### config.mk
export PLATFORM = sky130hd
export DESIGN_NAME = inlet_dispense_sequencer_flat
export DESIGN_NICKNAME = d
export VERILOG_FILES = /design/src/rtl/mfda_ctrl_pkg.sv /design/src/rtl/inlet_dispense_sequencer_if.sv /design/src/rtl/phase_timer.sv /design/src/rtl/inlet_dispense_sequencer.sv /design/src/flat_wrapper.sv
export SDC_FILE = /design/constraint.sdc
export NUM_CORES = 1
export LEC_CHECK = 0
export CAP_MARGIN = 10
export CORE_AREA = 4 4 86 88
export DETAILED_ROUTE_END_ITERATION = 12
export DIE_AREA = 0 0 90 92
export PLACE_DENSITY = 0.91
export SYNTH_ARGS = -nofsm -noshare
export SYNTH_HDL_FRONTEND = slang
export SYNTH_HIERARCHICAL = 1
export SYNTH_SLANG_ARGS = --single-unit
export TNS_END_PERCENT = 100
### constraint.sdc
create_clock -name clk -period 4.5 [get_ports clk]
set_clock_uncertainty 0.15 [all_clocks]
set_input_delay 0.675 -clock clk [delete_from_list [all_inputs] [get_ports clk]]
set_output_delay 0.675 -clock clk [all_outputs]
set_load 0.01 [all_outputs]
### src/rtl/mfda_ctrl_pkg.sv
// rtl/mfda_ctrl_pkg.sv - shared types and helpers for the inlet dispense sequencer
// Purpose: sequencer state encoding, default counter width and the
//          next-nonzero-inlet search used when choosing the next valve.
// Ports:   none (package).
package mfda_ctrl_pkg;

  typedef enum logic [1:0] {
    IDLE,
    DISPENSE,
    SETTLE,
    FINISH
  } seq_state_t;

  localparam int DEF_CNT_W  = 16;
  // Upper bound on inlets the search helper can scan; callers zero-pad.
  localparam int MAX_INLETS = 8;

  // Lowest index >= from whose bit is set in nz_mask; MAX_INLETS if none.
  function automatic int next_inlet(input logic [MAX_INLETS-1:0] nz_mask,
                                    input int from);
    next_inlet = MAX_INLETS;
    for (int i = MAX_INLETS - 1; i >= 0; i--) begin
      if (i >= from && nz_mask[i]) next_inlet = i;
    end
  endfunction

endpackage

### src/rtl/inlet_dispense_sequencer_if.sv
// rtl/inlet_dispense_sequencer_if.sv - host/valve signal bundle for the dispense sequencer
// Purpose: groups the command inputs and valve/status outputs.
// Ports:   master = host side (drives start/dur/abort),
//          slave  = sequencer side (drives valve_en/pump_en/busy/active_inlet/done/aborted).
interface inlet_dispense_sequencer_if #(
  parameter int NUM_INLETS = 3,
  parameter int CNT_W      = 16
);
  localparam int IDX_W = (NUM_INLETS > 1) ? $clog2(NUM_INLETS) : 1;

  logic                        start;
  logic [NUM_INLETS*CNT_W-1:0] dur;
  logic                        abort;
  logic [NUM_INLETS-1:0]       valve_en;
  logic                        pump_en;
  logic                        busy;
  logic [IDX_W-1:0]            active_inlet;
  logic                        done;
  logic                        aborted;

  modport master (
    output start, dur, abort,
    input  valve_en, pump_en, busy, active_inlet, done, aborted
  );

  modport slave (
    input  start, dur, abort,
    output valve_en, pump_en, busy, active_inlet, done, aborted
  );

endinterface

### src/rtl/phase_timer.sv
// rtl/phase_timer.sv - loadable down-counter timing dispense and settle phases
// Purpose: counts down from a loaded value and flags the last cycle of a phase.
// Ports:   clk, rst (sync, active-high), load_i/load_val_i (reload),
//          expire_o (high while the count is 1, i.e. the final phase cycle).
module phase_timer #(
  parameter int CNT_W = 16
) (
  input  logic             clk,
  input  logic             rst,
  input  logic             load_i,
  input  logic [CNT_W-1:0] load_val_i,
  output logic             expire_o
);

  logic [CNT_W-1:0] cnt_q;

  // Stops at zero instead of wrapping; a load of zero parks the timer.
  always_ff @(posedge clk) begin
    if (rst) begin
      cnt_q <= '0;
    end else if (load_i) begin
      cnt_q <= load_val_i;
    end else if (cnt_q != '0) begin
      cnt_q <= cnt_q - CNT_W'(1);
    end
  end

  assign expire_o = (cnt_q == CNT_W'(1));

endmodule

### src/rtl/inlet_dispense_sequencer.sv
// rtl/inlet_dispense_sequencer.sv - timed one-at-a-time inlet valve and pump sequencer
// Purpose: on start, opens each inlet with a nonzero duration in index order,
//          separated by an all-closed settle gap, then pulses done.
// Ports:   clk, rst (sync, active-high), bus (slave modport: start/dur/abort in;
//          valve_en/pump_en/busy/active_inlet/done/aborted out, all registered).
module inlet_dispense_sequencer
  import mfda_ctrl_pkg::*;
#(
  parameter int NUM_INLETS    = 3,
  parameter int CNT_W         = DEF_CNT_W,
  parameter int SETTLE_CYCLES = 8
) (
  input  logic                        clk,
  input  logic                        rst,
  inlet_dispense_sequencer_if.slave   bus
);

  localparam int IDX_W = (NUM_INLETS > 1) ? $clog2(NUM_INLETS) : 1;
  localparam logic [CNT_W-1:0] SETTLE_LOAD = CNT_W'(SETTLE_CYCLES);

  seq_state_t                  state_q;
  logic [NUM_INLETS*CNT_W-1:0] dur_q;
  logic [NUM_INLETS-1:0]       valve_q;
  logic                        pump_q;
  logic                        busy_q;
  logic [IDX_W-1:0]            active_q;
  logic                        done_q;
  logic                        aborted_q;

  logic [MAX_INLETS-1:0]       nz_in;
  logic [MAX_INLETS-1:0]       nz_q;
  int                          first_ix;
  int                          next_ix;
  logic                        first_ok;
  logic                        next_ok;
  logic [IDX_W-1:0]            first_sel;
  logic [IDX_W-1:0]            next_sel;

  logic                        tmr_load;
  logic [CNT_W-1:0]            tmr_val;
  logic                        tmr_expire;
  logic                        abort_hit;

  function automatic logic [CNT_W-1:0] pick(input logic [NUM_INLETS*CNT_W-1:0] v,
                                            input logic [IDX_W-1:0] ix);
    pick = v[ix*CNT_W +: CNT_W];
  endfunction

  function automatic logic [NUM_INLETS-1:0] onehot(input logic [IDX_W-1:0] ix);
    onehot = NUM_INLETS'(1) << ix;
  endfunction

  // Nonzero maps: live input for the accept decision, latched copy afterwards.
  always_comb begin
    nz_in = '0;
    nz_q  = '0;
    for (int i = 0; i < NUM_INLETS; i++) begin
      nz_in[i] = |bus.dur[i*CNT_W +: CNT_W];
      nz_q[i]  = |dur_q[i*CNT_W +: CNT_W];
    end
  end

  assign first_ix  = next_inlet(nz_in, 0);
  assign next_ix   = next_inlet(nz_q, int'(active_q) + 1);
  assign first_ok  = (first_ix < NUM_INLETS);
  assign next_ok   = (next_ix < NUM_INLETS);
  assign first_sel = first_ok ? IDX_W'(first_ix) : '0;
  assign next_sel  = next_ok ? IDX_W'(next_ix) : '0;
  assign abort_hit = (state_q != IDLE) && bus.abort;

  // Timer reload is decided on the same edge as the state change, so each
  // phase's first cycle already sees its full count.
  always_comb begin
    tmr_load = 1'b0;
    tmr_val  = '0;
    if (abort_hit) begin
      tmr_load = 1'b1;
    end else begin
      case (state_q)
        IDLE: begin
          if (bus.start && first_ok) begin
            tmr_load = 1'b1;
            tmr_val  = pick(bus.dur, first_sel);
          end
        end
        DISPENSE: begin
          if (tmr_expire) begin
            tmr_load = 1'b1;
            tmr_val  = SETTLE_LOAD;
          end
        end
        SETTLE: begin
          if (tmr_expire) begin
            tmr_load = 1'b1;
            tmr_val  = next_ok ? pick(dur_q, next_sel) : '0;
          end
        end
        FINISH:  tmr_load = 1'b1;
        default: tmr_load = 1'b1;
      endcase
    end
  end

  phase_timer #(
    .CNT_W(CNT_W)
  ) u_timer (
    .clk       (clk),
    .rst       (rst),
    .load_i    (tmr_load),
    .load_val_i(tmr_val),
    .expire_o  (tmr_expire)
  );

  // Every valve transition passes through SETTLE (all closed), so valve_q
  // never steps from one open inlet straight to another.
  always_ff @(posedge clk) begin
    if (rst) begin
      state_q   <= IDLE;
      dur_q     <= '0;
      valve_q   <= '0;
      pump_q    <= 1'b0;
      busy_q    <= 1'b0;
      active_q  <= '0;
      done_q    <= 1'b0;
      aborted_q <= 1'b0;
    end else begin
      done_q    <= 1'b0;
      aborted_q <= 1'b0;
      if (abort_hit) begin
        state_q   <= IDLE;
        valve_q   <= '0;
        pump_q    <= 1'b0;
        busy_q    <= 1'b0;
        active_q  <= '0;
        aborted_q <= 1'b1;
      end else begin
        case (state_q)
          IDLE: begin
            if (bus.start) begin
              dur_q  <= bus.dur;
              busy_q <= 1'b1;
              if (first_ok) begin
                state_q  <= DISPENSE;
                valve_q  <= onehot(first_sel);
                pump_q   <= 1'b1;
                active_q <= first_sel;
              end else begin
                state_q  <= FINISH;
                active_q <= '0;
              end
            end
          end
          DISPENSE: begin
            if (tmr_expire) begin
              state_q <= SETTLE;
              valve_q <= '0;
              pump_q  <= 1'b0;
            end
          end
          SETTLE: begin
            if (tmr_expire) begin
              if (next_ok) begin
                state_q  <= DISPENSE;
                valve_q  <= onehot(next_sel);
                pump_q   <= 1'b1;
                active_q <= next_sel;
              end else begin
                state_q <= FINISH;
              end
            end
          end
          FINISH: begin
            state_q  <= IDLE;
            busy_q   <= 1'b0;
            active_q <= '0;
            done_q   <= 1'b1;
          end
          default: state_q <= IDLE;
        endcase
      end
    end
  end

  assign bus.valve_en     = valve_q;
  assign bus.pump_en      = pump_q;
  assign bus.busy         = busy_q;
  assign bus.active_inlet = active_q;
  assign bus.done         = done_q;
  assign bus.aborted      = aborted_q;

endmodule

### src/flat_wrapper.sv
// flat-port wrapper written by rule: the top's interface ports become plain ports
module inlet_dispense_sequencer_flat import mfda_ctrl_pkg::*;
#(
  parameter int NUM_INLETS    = 3,
  parameter int CNT_W         = DEF_CNT_W,
  parameter int SETTLE_CYCLES = 8
)
  (clk, rst, bus_start, bus_dur, bus_abort, bus_valve_en, bus_pump_en, bus_busy, bus_active_inlet, bus_done, bus_aborted);
  inlet_dispense_sequencer_if #(.NUM_INLETS(NUM_INLETS), .CNT_W(CNT_W)) bus_i ();
  input  logic clk;
  input  logic rst;
  input wire logic [$bits(bus_i.start)-1:0] bus_start;
  input wire logic [$bits(bus_i.dur)-1:0] bus_dur;
  input wire logic [$bits(bus_i.abort)-1:0] bus_abort;
  output wire logic [$bits(bus_i.valve_en)-1:0] bus_valve_en;
  output wire logic [$bits(bus_i.pump_en)-1:0] bus_pump_en;
  output wire logic [$bits(bus_i.busy)-1:0] bus_busy;
  output wire logic [$bits(bus_i.active_inlet)-1:0] bus_active_inlet;
  output wire logic [$bits(bus_i.done)-1:0] bus_done;
  output wire logic [$bits(bus_i.aborted)-1:0] bus_aborted;
  assign bus_i.start = bus_start;
  assign bus_i.dur = bus_dur;
  assign bus_i.abort = bus_abort;
  assign bus_valve_en = bus_i.valve_en;
  assign bus_pump_en = bus_i.pump_en;
  assign bus_busy = bus_i.busy;
  assign bus_active_inlet = bus_i.active_inlet;
  assign bus_done = bus_i.done;
  assign bus_aborted = bus_i.aborted;
  inlet_dispense_sequencer #(.NUM_INLETS(NUM_INLETS), .CNT_W(CNT_W), .SETTLE_CYCLES(SETTLE_CYCLES)) u_core (.clk(clk), .rst(rst), .bus(bus_i));
endmodule
==> results.json, run 1 <==
{
  "status": "finished, final reports clean",
  "cts_resized": 0,
  "ctsHtreeMaxLevel": 3,
  "setup_viol_count_final": 0,
  "slowest_delay_ns": 0.73,
  "synth_cells": 494,
  "multi_input_area_sq_um": 2290,
  "grt-ovfl-total": 0,
  "die_width_um": 90,
  "clock-sinks": 59,
  "critical-path-slowest-cell": "nor2_1",
  "grt_usage": 0.282,
  "io_pins": 61,
  "ir_worst_vdd_mv": 0.366,
  "antennaDiodeCount": 0,
  "yosysTopAreaCell": "dfxtp_1",
  "place_congestion": 1.00,
  "synth_area_leaders": "dfxtp_1 (31%), nand2_1 (8.5%), a21oi_1 (7.0%)",
  "numPortBuffers": 60,
  "synth_seq_area_share": 0.310,
  "max_freq_ghz": 0.281,
  "num_rows": 30,
  "die_area_sq_um": 8280,
  "postCtsSetupBuffers": 0,
  "cts_hold_buf": 0,
  "netlist_area_sq_um": 3800,
  "clk_path_buf_depth": 2,
  "synth-edff-count": 0,
  "hold_viol": 0,
  "synth_top_area_share": 0.310,
  "worst_pin_slew_ns": 1.21,
  "first_iter_violations": 386,
  "drt-total-wl_um": 11600,
  "crit_arrival_ns": 3.67,
  "syn_avg_cell_area_sq_um": 7.70,
  "period_needed_ns": 3.56,
  "start_util": 0.573,
  "syn2layout_area_growth_pct": 19.2,
  "powerDensity_nw_per_um2": 629,
  "seq_area_sq_um": 1180,
  "ys_warn_count": 6,
  "drc": 0,
  "drt_pass1_iterations": 5,
  "post-route-util": 0.683,
  "path_clk_slew_ns": 0.07,
  "hp-class": "reg2reg",
  "via_per_inst": 6.50,
  "worstSetupStartpointType": "flip-flop",
  "syn-num-nets": 553,
  "required_ns": 4.61,
  "fin_tns_setup_ns": 0,
  "cp_cell_sequence": "nor4_4 -> nand3_1 -> nor2_1 -> inv_1 -> nor2_1 -> o21ai_1 -> a21oi_1 -> nor2_1 -> a311oi_1",
  "synth-async-reset-ratio": 0,
  "crit_top_cell": "nor2_1",
  "nets": 596,
  "drive_gt1_frac": 0.0886,
  "cts_tree": "done",
  "grt_max_degree": 39,
  "antenna_found_initial": 0,
  "insertion_delay_ns": 0.35,
  "die-height_um": 92,
  "fillCellCount": 539,
  "path_max_fanout": 17,
  "crit_type": "reg2reg",
  "rsz0062_at_grt": "no",
  "drtAntennaViolNets": 0,
  "period_share": 0.792,
  "maxCapViolCount": 0,
  "root_buffer": "clkbuf_8",
  "dpl.hpwl_um": 8410,
  "end_kind": "flip-flop",
  "vias": 4045,
  "yosysUniqueCellTypes": 69,
  "slew_violations": 0,
  "wl_per_cell_um": 18.7,
  "core_area_sq_um": 6640,
  "cts_made_buffers": 9,
  "ys.flop_type": "dfxtp_1",
  "relSlewSlack": 0.190,
  "grt_pass1_vias": 3920,
  "leakage_nw": 1.64,
  "synth_seq_cells": 59,
  "grt_pass1_wl_um": 18900
}
[state kept, by name, indices dropped and copies added, names as in the netlist]
name	cells
u_core/u_timer/cnt_q	16
u_core/bus.valve_en	3
u_core/bus.done	1
u_core/bus.aborted	1
u_core/bus.pump_en	1
u_core/bus.active_inlet	2
u_core/state_q	2
u_core/bus.busy	1
u_core/dur_q	32
[synthesized netlist by cell type, drive strengths merged (15+ instances only)]
| master | number |
|---|---|
| inv | 29 |
| dfxtp | 59 |
| o221ai | 16 |
| nor4 | 27 |
| nand2 | 87 |
| o21a | 16 |
| nor2 | 36 |
| buf | 19 |
| o21ai | 25 |
| a21oi | 53 |
| and3 | 15 |
| clkbuf | 16 |
[cells by family after synthesis]
family	after synthesis	share of synthesized area
AND/OR/NAND/NOR	212	0.296
multiplexers	4	0.0105
XOR/XNOR	6	0.0138
AO/OA/AOI/OAI	142	0.259
adder cells (fa/ha/maj)	7	0.0230
buffers and inverters	64	0.0871
flip-flops	59	0.310
[metal layers]
metal	up-vias	wire (um)	global-route usage
met1	1891	4680	0.336
met4	0	470	0.161
met2	220	5610	0.472
met5	-	0	0
li1	1882	-	-
met3	52	853	0.0574
[final timing paths]
path	startpoint	to	slack [ns]	cells after the start
worst max-delay path	u_core/u_timer/cnt_q[5]$_SDFFE_PP0P_	u_core/u_timer/cnt_q[7]$_SDFFE_PP0P_	0.94	9
worst min-delay path	u_core/bus.pump_en$_SDFFE_PP0P_	u_core/bus.pump_en$_SDFFE_PP0P_	0.32	2
worst max register to register	u_core/u_timer/cnt_q[5]$_SDFFE_PP0P_	u_core/u_timer/cnt_q[7]$_SDFFE_PP0P_	0.94	9
worst min register to register	u_core/bus.pump_en$_SDFFE_PP0P_	u_core/bus.pump_en$_SDFFE_PP0P_	0.32	2
[through the flow]
step	hold slack (ns)	total power (W)	area [sq um]	worst slack (ns)	cells
6_report	0.320	0.00286	4540	0.938	622
5_1_grt	0.333	0.00305	4540	0.620	622
4_1_cts	0.318	0.00281	4540	1.04	622
3_5_place_dp	0.311	0.00231	4340	0.985	606
3_3_place_gp	0.303	0.00226	4340	1.02	606
2_1_floorplan	0.299	0.00194	3800	1.82	494
[placed cells by master (no fill, tap or decap), drive strengths merged, types with 3 or more instances in the layout]
cell type | netlist | routed
nand2 | 87 | 87
clkdlybuf4s50 | 0 | 60
dfxtp | 59 | 59
a21oi | 53 | 53
nor2 | 36 | 36
inv | 29 | 30
nor4 | 27 | 27
o21ai | 25 | 25
o21a | 16 | 16
o221ai | 16 | 16
and3 | 15 | 15
clkbuf | 16 | 10
nor3 | 9 | 9
ha | 7 | 7
buf | 19 | 7
nand4 | 6 | 6
nand3 | 6 | 6
nand2b | 4 | 4
a211oi | 4 | 4
mux2i | 4 | 4
xnor2 | 4 | 4
and4 | 4 | 4
a311oi | 4 | 4
a221oi | 4 | 4
a21o | 3 | 3
or4 | 3 | 3
a41oi | 3 | 3
[worst max-delay path: cells and delay by family (launching register included)]
| kind | cells | cell delay (ns) |
|---|---|---|
| and+or+nand+nor | 5 | 2.07 |
| AOI/OAI and AO/OA | 3 | 0.71 |
| DFF | 1 | 0.38 |
| buffers and inverters | 1 | 0.16 |
[layout make-up]
cell class,count,share of cell area
clock buffer,10,0.0303
tap,80,0.0221
inverter,29,0.0240
clock inverter,6,0.0141
timing repair buffer,67,0.144
multi-input combinational,371,0.505
sequential,59,0.260
[report_power, final]
part	switching (W)	internal, W	leakage, nW
combinational	0.000939	0.000584	1.06
clock	0.000231	0.000270	0.0987
sequential	0.000161	0.000670	0.485
No activity file was read; power rests on OpenSTA's default activity.
==> run 2: changes to the inputs <==
--- a/config.mk
+++ b/config.mk
@@ -6,10 +6,10 @@
 export NUM_CORES = 1
 export LEC_CHECK = 0
 export CAP_MARGIN = 10
-export CORE_AREA = 4 4 86 88
+export CORE_AREA = 4 4 89 91
 export DETAILED_ROUTE_END_ITERATION = 12
-export DIE_AREA = 0 0 90 92
-export PLACE_DENSITY = 0.91
+export DIE_AREA = 0 0 93 95
+export PLACE_DENSITY = 0.85
 export SYNTH_ARGS = -nofsm -noshare
 export SYNTH_HDL_FRONTEND = slang
 export SYNTH_HIERARCHICAL = 1
==> constraint.sdc (replaced) <==
create_clock -name clk -period 3.3 [get_ports clk]
set_clock_uncertainty 0.15 [all_clocks]
set_input_delay 0.495 -clock clk [delete_from_list [all_inputs] [get_ports clk]]
set_output_delay 0.495 -clock clk [all_outputs]
set_load 0.01 [all_outputs]
==> run 2 against run 1 <==
Combinational power rose by 42%. First-iteration DRC count grew 21%. Largest power group unchanged. Sequential power up 36%. Largest cell class unchanged. Via count rose by 2.3%. Count of clock-buffer cells in the layout is 1 higher.
==> results.json, run 2 (synthesis results as in run 1) <==
{
  "via_per_inst": 6.33,
  "antennaDiodeCount": 0,
  "antenna_found_initial": 0,
  "cts_hold_buf": 0,
  "ctsHtreeMaxLevel": 3,
  "dpl.hpwl_um": 8940,
  "final_cell_mix": "nand2_1 (86), clkdlybuf4s50_1 (60), dfxtp_1 (59)",
  "drtAntennaViolNets": 0,
  "drive_gt1_frac": 0.112,
  "setup_viol_count_final": 0,
  "die_width_um": 93,
  "grt-ovfl-total": 0,
  "period_share": 0.917,
  "final_common_cell": "nand2_1",
  "crit_type": "in2reg",
  "hp-class": "reg2reg",
  "timing.hold.ws_ns": 0.320,
  "p_clk_frac": 0.171,
  "maxCapViolCount": 0,
  "nets": 610,
  "grt_usage": 0.284,
  "multi_input_area_sq_um": 2300,
  "first_iter_violations": 467,
  "dpl_worst_slack_ns": -0.0127,
  "clock-sinks": 59,
  "start_util": 0.533,
  "hold_viol": 0,
  "setup_ws_ns": 0.273,
  "worstSetupStartpointType": "input port",
  "powerDensity_nw_per_um2": 852,
  "path_clk_slew_ns": 0.07,
  "vias": 4137,
  "die_area_sq_um": 8840,
  "root_buffer": "clkbuf_8",
  "top_register": "u_core/dur_q",
  "worst_pin_slew_ns": 0.773,
  "die-height_um": 95,
  "crit_arrival_ns": 3.11,
  "max_freq_ghz": 0.330,
  "swShare": 0.459,
  "period_needed_ns": 3.03,
  "fillCellCount": 621,
  "path_max_fanout": 23,
  "wl_per_cell_um": 18.6,
  "required_ns": 3.38,
  "pwr-share-seq": 0.285,
  "end_kind": "flip-flop",
  "leakage_nw": 1.71,
  "slew_violations": 0,
  "cts_resized": 0,
  "largest_reg_flops": 32,
  "drt_pass1_iterations": 5,
  "relSlewSlack": 0.471,
  "insertion_delay_ns": 0.34,
  "core_area_sq_um": 7140,
  "place_congestion": 0.971,
  "status": "finished, final reports clean",
  "drc": 0,
  "clk_path_buf_depth": 2,
  "cts_made_buffers": 9,
  "postCtsSetupBuffers": 0,
  "num_rows": 31,
  "switching_power_w": 0.00183,
  "io_pins": 61,
  "combPwrFrac": 0.544,
  "grt_pass1_vias": 3998,
  "grt_pass1_wl_um": 19800,
  "grt_max_degree": 47,
  "ir_worst_vdd_mv": 0.499,
  "numPortBuffers": 60,
  "cts_tree": "done",
  "syn2layout_area_growth_pct": 22.8,
  "seq_area_sq_um": 1180,
  "drt-total-wl_um": 12200,
  "rsz0062_at_grt": "no",
  "p_int_w": 0.00215
}
-- run 2: changes by cell type in the layout (fill, tap and decap cells not counted) --
| cell | before | now |
|---|---|---|
| buf_4 | 7 | 21 |
| clkbuf_8 | 10 | 11 |
| clkinv_2 | 2 | 1 |
| inv_6 | 1 | 0 |
| nor3_1 | 8 | 7 |
| nor3_2 | 1 | 2 |
-- run 2: worst max-delay path, stage by stage --
cell,delay [ns]
clkdlybuf4s50_1,0.46
nor4_1,0.54
and4_1,0.32
buf_4,0.34
nand3_4,0.26
o221ai_1,0.25
a21oi_1,0.13
inv_1,0.10
a21oi_1,0.07
o31a_1,0.12
-- run 2: final timing paths --
| kind | end | cells past startpoint | from | slack, ns |
|---|---|---|---|---|
| max | u_core/u_timer/cnt_q[13]$_SDFFE_PP0P_ | 10 | bus_dur[28] | 0.27 |
| min | u_core/bus.valve_en[1]$_SDFFE_PP0P_ | 2 | u_core/bus.valve_en[1]$_SDFFE_PP0P_ | 0.32 |
| max reg2reg | u_core/u_timer/cnt_q[3]$_SDFFE_PP0P_ | 9 | u_core/u_timer/cnt_q[12]$_SDFFE_PP0P_ | 0.50 |
| min reg2reg | u_core/bus.valve_en[1]$_SDFFE_PP0P_ | 2 | u_core/bus.valve_en[1]$_SDFFE_PP0P_ | 0.32 |
-- run 2: stage by stage --
stage | std cells | TNS [ns] | util | cell area [sq um] | total power (W)
after CTS | 654 | 0 | 0.654 | 4670 | 0.00393
after detailed placement | 639 | -0.0127 | 0.626 | 4460 | 0.00324
after global routing | 654 | 0 | 0.654 | 4670 | 0.00424
after global placement | 639 | 0 | 0.626 | 4460 | 0.00316
after floorplan | 494 | 0 | - | 3800 | 0.00264
final | 654 | 0 | 0.654 | 4670 | 0.00398
-- run 2: power by group through the flow --
stage	clock network, W	logic (W)	registers [W]
finish	0.000681	0.00216	0.00113
global route	0.000725	0.00236	0.00116
floorplan	0	0.00154	0.00110
CTS	0.000689	0.00211	0.00112
global placement	0	0.00204	0.00112
detailed placement	0	0.00210	0.00114
-- run 2: metal layers --
metal,up-vias,track usage,part of all wire
li1,1901,-,-
met2,254,0.458,0.47
met5,-,0,0
met4,0,0.166,0.047
met1,1928,0.351,0.40
met3,54,0.0606,0.089
-- run 2: area by class of cell --
class	count	area share
clock buffer	11	0.0324
clock inverter	4	0.0107
inverter	29	0.0233
multi-input combinational	371	0.492
sequential	59	0.253
tap	99	0.0265
timing repair buffer	81	0.162
==> run 3: changes to the inputs <==
--- a/config.mk
+++ b/config.mk
@@ -6,10 +6,11 @@
 export NUM_CORES = 1
 export LEC_CHECK = 0
 export CAP_MARGIN = 10
-export CORE_AREA = 4 4 89 91
+export CORE_AREA = 4 4 82 99
 export DETAILED_ROUTE_END_ITERATION = 12
-export DIE_AREA = 0 0 93 95
+export DIE_AREA = 0 0 86 103
 export PLACE_DENSITY = 0.85
+export RECOVER_POWER = 100
 export SYNTH_ARGS = -nofsm -noshare
 export SYNTH_HDL_FRONTEND = slang
 export SYNTH_HIERARCHICAL = 1
==> run 3 against run 2 <==
The run now ends with DRC, capacitance limit, slew limit left. Clock power grew 4.7%. Sequential share of layout area grew 0.36 points. Fmax grew 3.2%. Sequential power is essentially flat. Combinational power hardly changed. First-iteration DRC count rose by 38%. Via count fell by 0.44%. Die area up 0.26%. Utilization is 1.4 points lower. Setup slack better by 0.093 ns. Cell count down 2.0%. Cell area down 1.4%. Critical endpoint is now u_core/bus.valve_en[0]$_SDFFE_PP0P_. Largest cell class unchanged. Highest routed layer unchanged.
==> results.json, run 3 (synthesis results as in run 1) <==
{
  "grt-ovfl-total": 0,
  "largest_reg_flops": 32,
  "final_cell_mix": "nand2_1 (86), dfxtp_1 (59), a21oi_1 (53)",
  "cts_resized": 0,
  "combPwrFrac": 0.537,
  "start_util": 0.529,
  "syn2layout_area_growth_pct": 21.0,
  "relSlewSlack": -0.0670,
  "vias": 4119,
  "top_register": "u_core/dur_q",
  "clock-sinks": 59,
  "core_area_sq_um": 7190,
  "postCtsSetupBuffers": 0,
  "grt_pass1_wl_um": 18800,
  "num_rows": 34,
  "fillCellCount": 631,
  "antenna_found_initial": 0,
  "crit_arrival_ns": 3.02,
  "cts_tree": "done",
  "die-height_um": 103,
  "wl_per_cell_um": 18.5,
  "powerDensity_nw_per_um2": 864,
  "io_pins": 61,
  "hold_viol": 0,
  "maxCapViolCount": 1,
  "p_int_w": 0.00215,
  "die_area_sq_um": 8860,
  "worst_pin_slew_ns": 1.60,
  "drive_gt1_frac": 0.0944,
  "path_clk_slew_ns": 0.07,
  "numPortBuffers": 60,
  "status": "complete, but fails checks",
  "via_per_inst": 6.43,
  "final_common_cell": "nand2_1",
  "ir_worst_vdd_mv": 0.522,
  "setup_viol_count_final": 0,
  "root_buffer": "clkbuf_8",
  "violations": "DRC, capacitance limit, slew limit",
  "antennaDiodeCount": 0,
  "cts_made_buffers": 9,
  "drtAntennaViolNets": 0,
  "cts_hold_buf": 0,
  "insertion_delay_ns": 0.34,
  "clk_path_buf_depth": 2,
  "leakage_nw": 1.71,
  "grt_usage": 0.269,
  "end_kind": "flip-flop",
  "dpl.hpwl_um": 8670,
  "rsz0062_at_grt": "no",
  "required_ns": 3.39,
  "max_freq_ghz": 0.341,
  "nets": 605,
  "swShare": 0.459,
  "p_clk_frac": 0.179,
  "crit_type": "reg2reg",
  "place_congestion": 0.936,
  "drc": 1,
  "slew_violations": 34,
  "ctsHtreeMaxLevel": 3,
  "die_width_um": 86,
  "fin_tns_setup_ns": 0,
  "timing.hold.ws_ns": 0.313,
  "period_share": 0.889,
  "switching_power_w": 0.00183,
  "hp-class": "reg2reg",
  "grt_pass1_vias": 3803,
  "path_max_fanout": 6,
  "drt_pass1_iterations": 9,
  "period_needed_ns": 2.93,
  "worstSetupStartpointType": "flip-flop",
  "first_iter_violations": 644,
  "drt-total-wl_um": 11800,
  "grt_max_degree": 47,
  "pwr-share-seq": 0.283
}
-- run 3: critical path, stage by stage, from the launching register on --
cell	delay, ns
dfxtp_1	0.35
nor4_1	0.36
nand2_1	0.17
nor2_1	0.21
clkbuf_1	0.25
o21ai_0	0.34
a41oi_1	0.48
nand3b_2	0.21
a32o_1	0.30
-- run 3: stage by stage --
stage | instances | worst slack [ns] | cell area (sq um) | util | total power (W)
2_1_floorplan | 494 | 0.616 | 3800 | - | 0.00264
3_3_place_gp | 625 | 0.0935 | 4420 | 0.614 | 0.00315
3_5_place_dp | 625 | 0.00226 | 4420 | 0.614 | 0.00322
4_1_cts | 641 | 0.241 | 4620 | 0.643 | 0.00395
5_1_grt | 641 | 0.244 | 4610 | 0.641 | 0.00424
6_report | 641 | 0.366 | 4610 | 0.641 | 0.00398
-- run 3: path summary, 6_finish.rpt --
path,startpoint,end,slack [ns],depth (start not counted)
worst min-delay path,u_core/bus.valve_en[1]$_SDFFE_PP0P_,u_core/bus.valve_en[1]$_SDFFE_PP0P_,0.31,2
worst max-delay path,u_core/u_timer/cnt_q[12]$_SDFFE_PP0P_,u_core/bus.valve_en[0]$_SDFFE_PP0P_,0.37,8
worst min register to register,u_core/bus.valve_en[1]$_SDFFE_PP0P_,u_core/bus.valve_en[1]$_SDFFE_PP0P_,0.31,2
worst max register to register,u_core/u_timer/cnt_q[12]$_SDFFE_PP0P_,u_core/bus.valve_en[0]$_SDFFE_PP0P_,0.37,8
-- run 3: power groups by stage --
| stage | Clock, W | Sequential (W) | Combinational [W] |
|---|---|---|---|
| after floorplan | 0 | 0.00110 | 0.00154 |
| after global placement | 0 | 0.00112 | 0.00202 |
| after detailed placement | 0 | 0.00113 | 0.00208 |
| after CTS | 0.000722 | 0.00112 | 0.00211 |
| after global routing | 0.000758 | 0.00115 | 0.00233 |
| final | 0.000713 | 0.00113 | 0.00214 |
-- run 3: cell type report --
type,instances,area [sq um],area share
multi-input cells,371,2280,0.496
flip-flops and latches,59,1180,0.256
repair buffers,76,711,0.154
clock buffers,11,131,0.0285
well taps,90,113,0.0244
inverters,29,109,0.0236
clock inverters,5,77.6,0.0168
-- run 3: per-layer routing --
| metal | vias to the layer above | share of wire | GRT usage |
|---|---|---|---|
| li1 | 1894 | - | - |
| met1 | 1894 | 0.39 | 0.331 |
| met2 | 282 | 0.47 | 0.433 |
| met3 | 49 | 0.10 | 0.0711 |
| met4 | 0 | 0.041 | 0.134 |
| met5 | - | 0 | 0 |
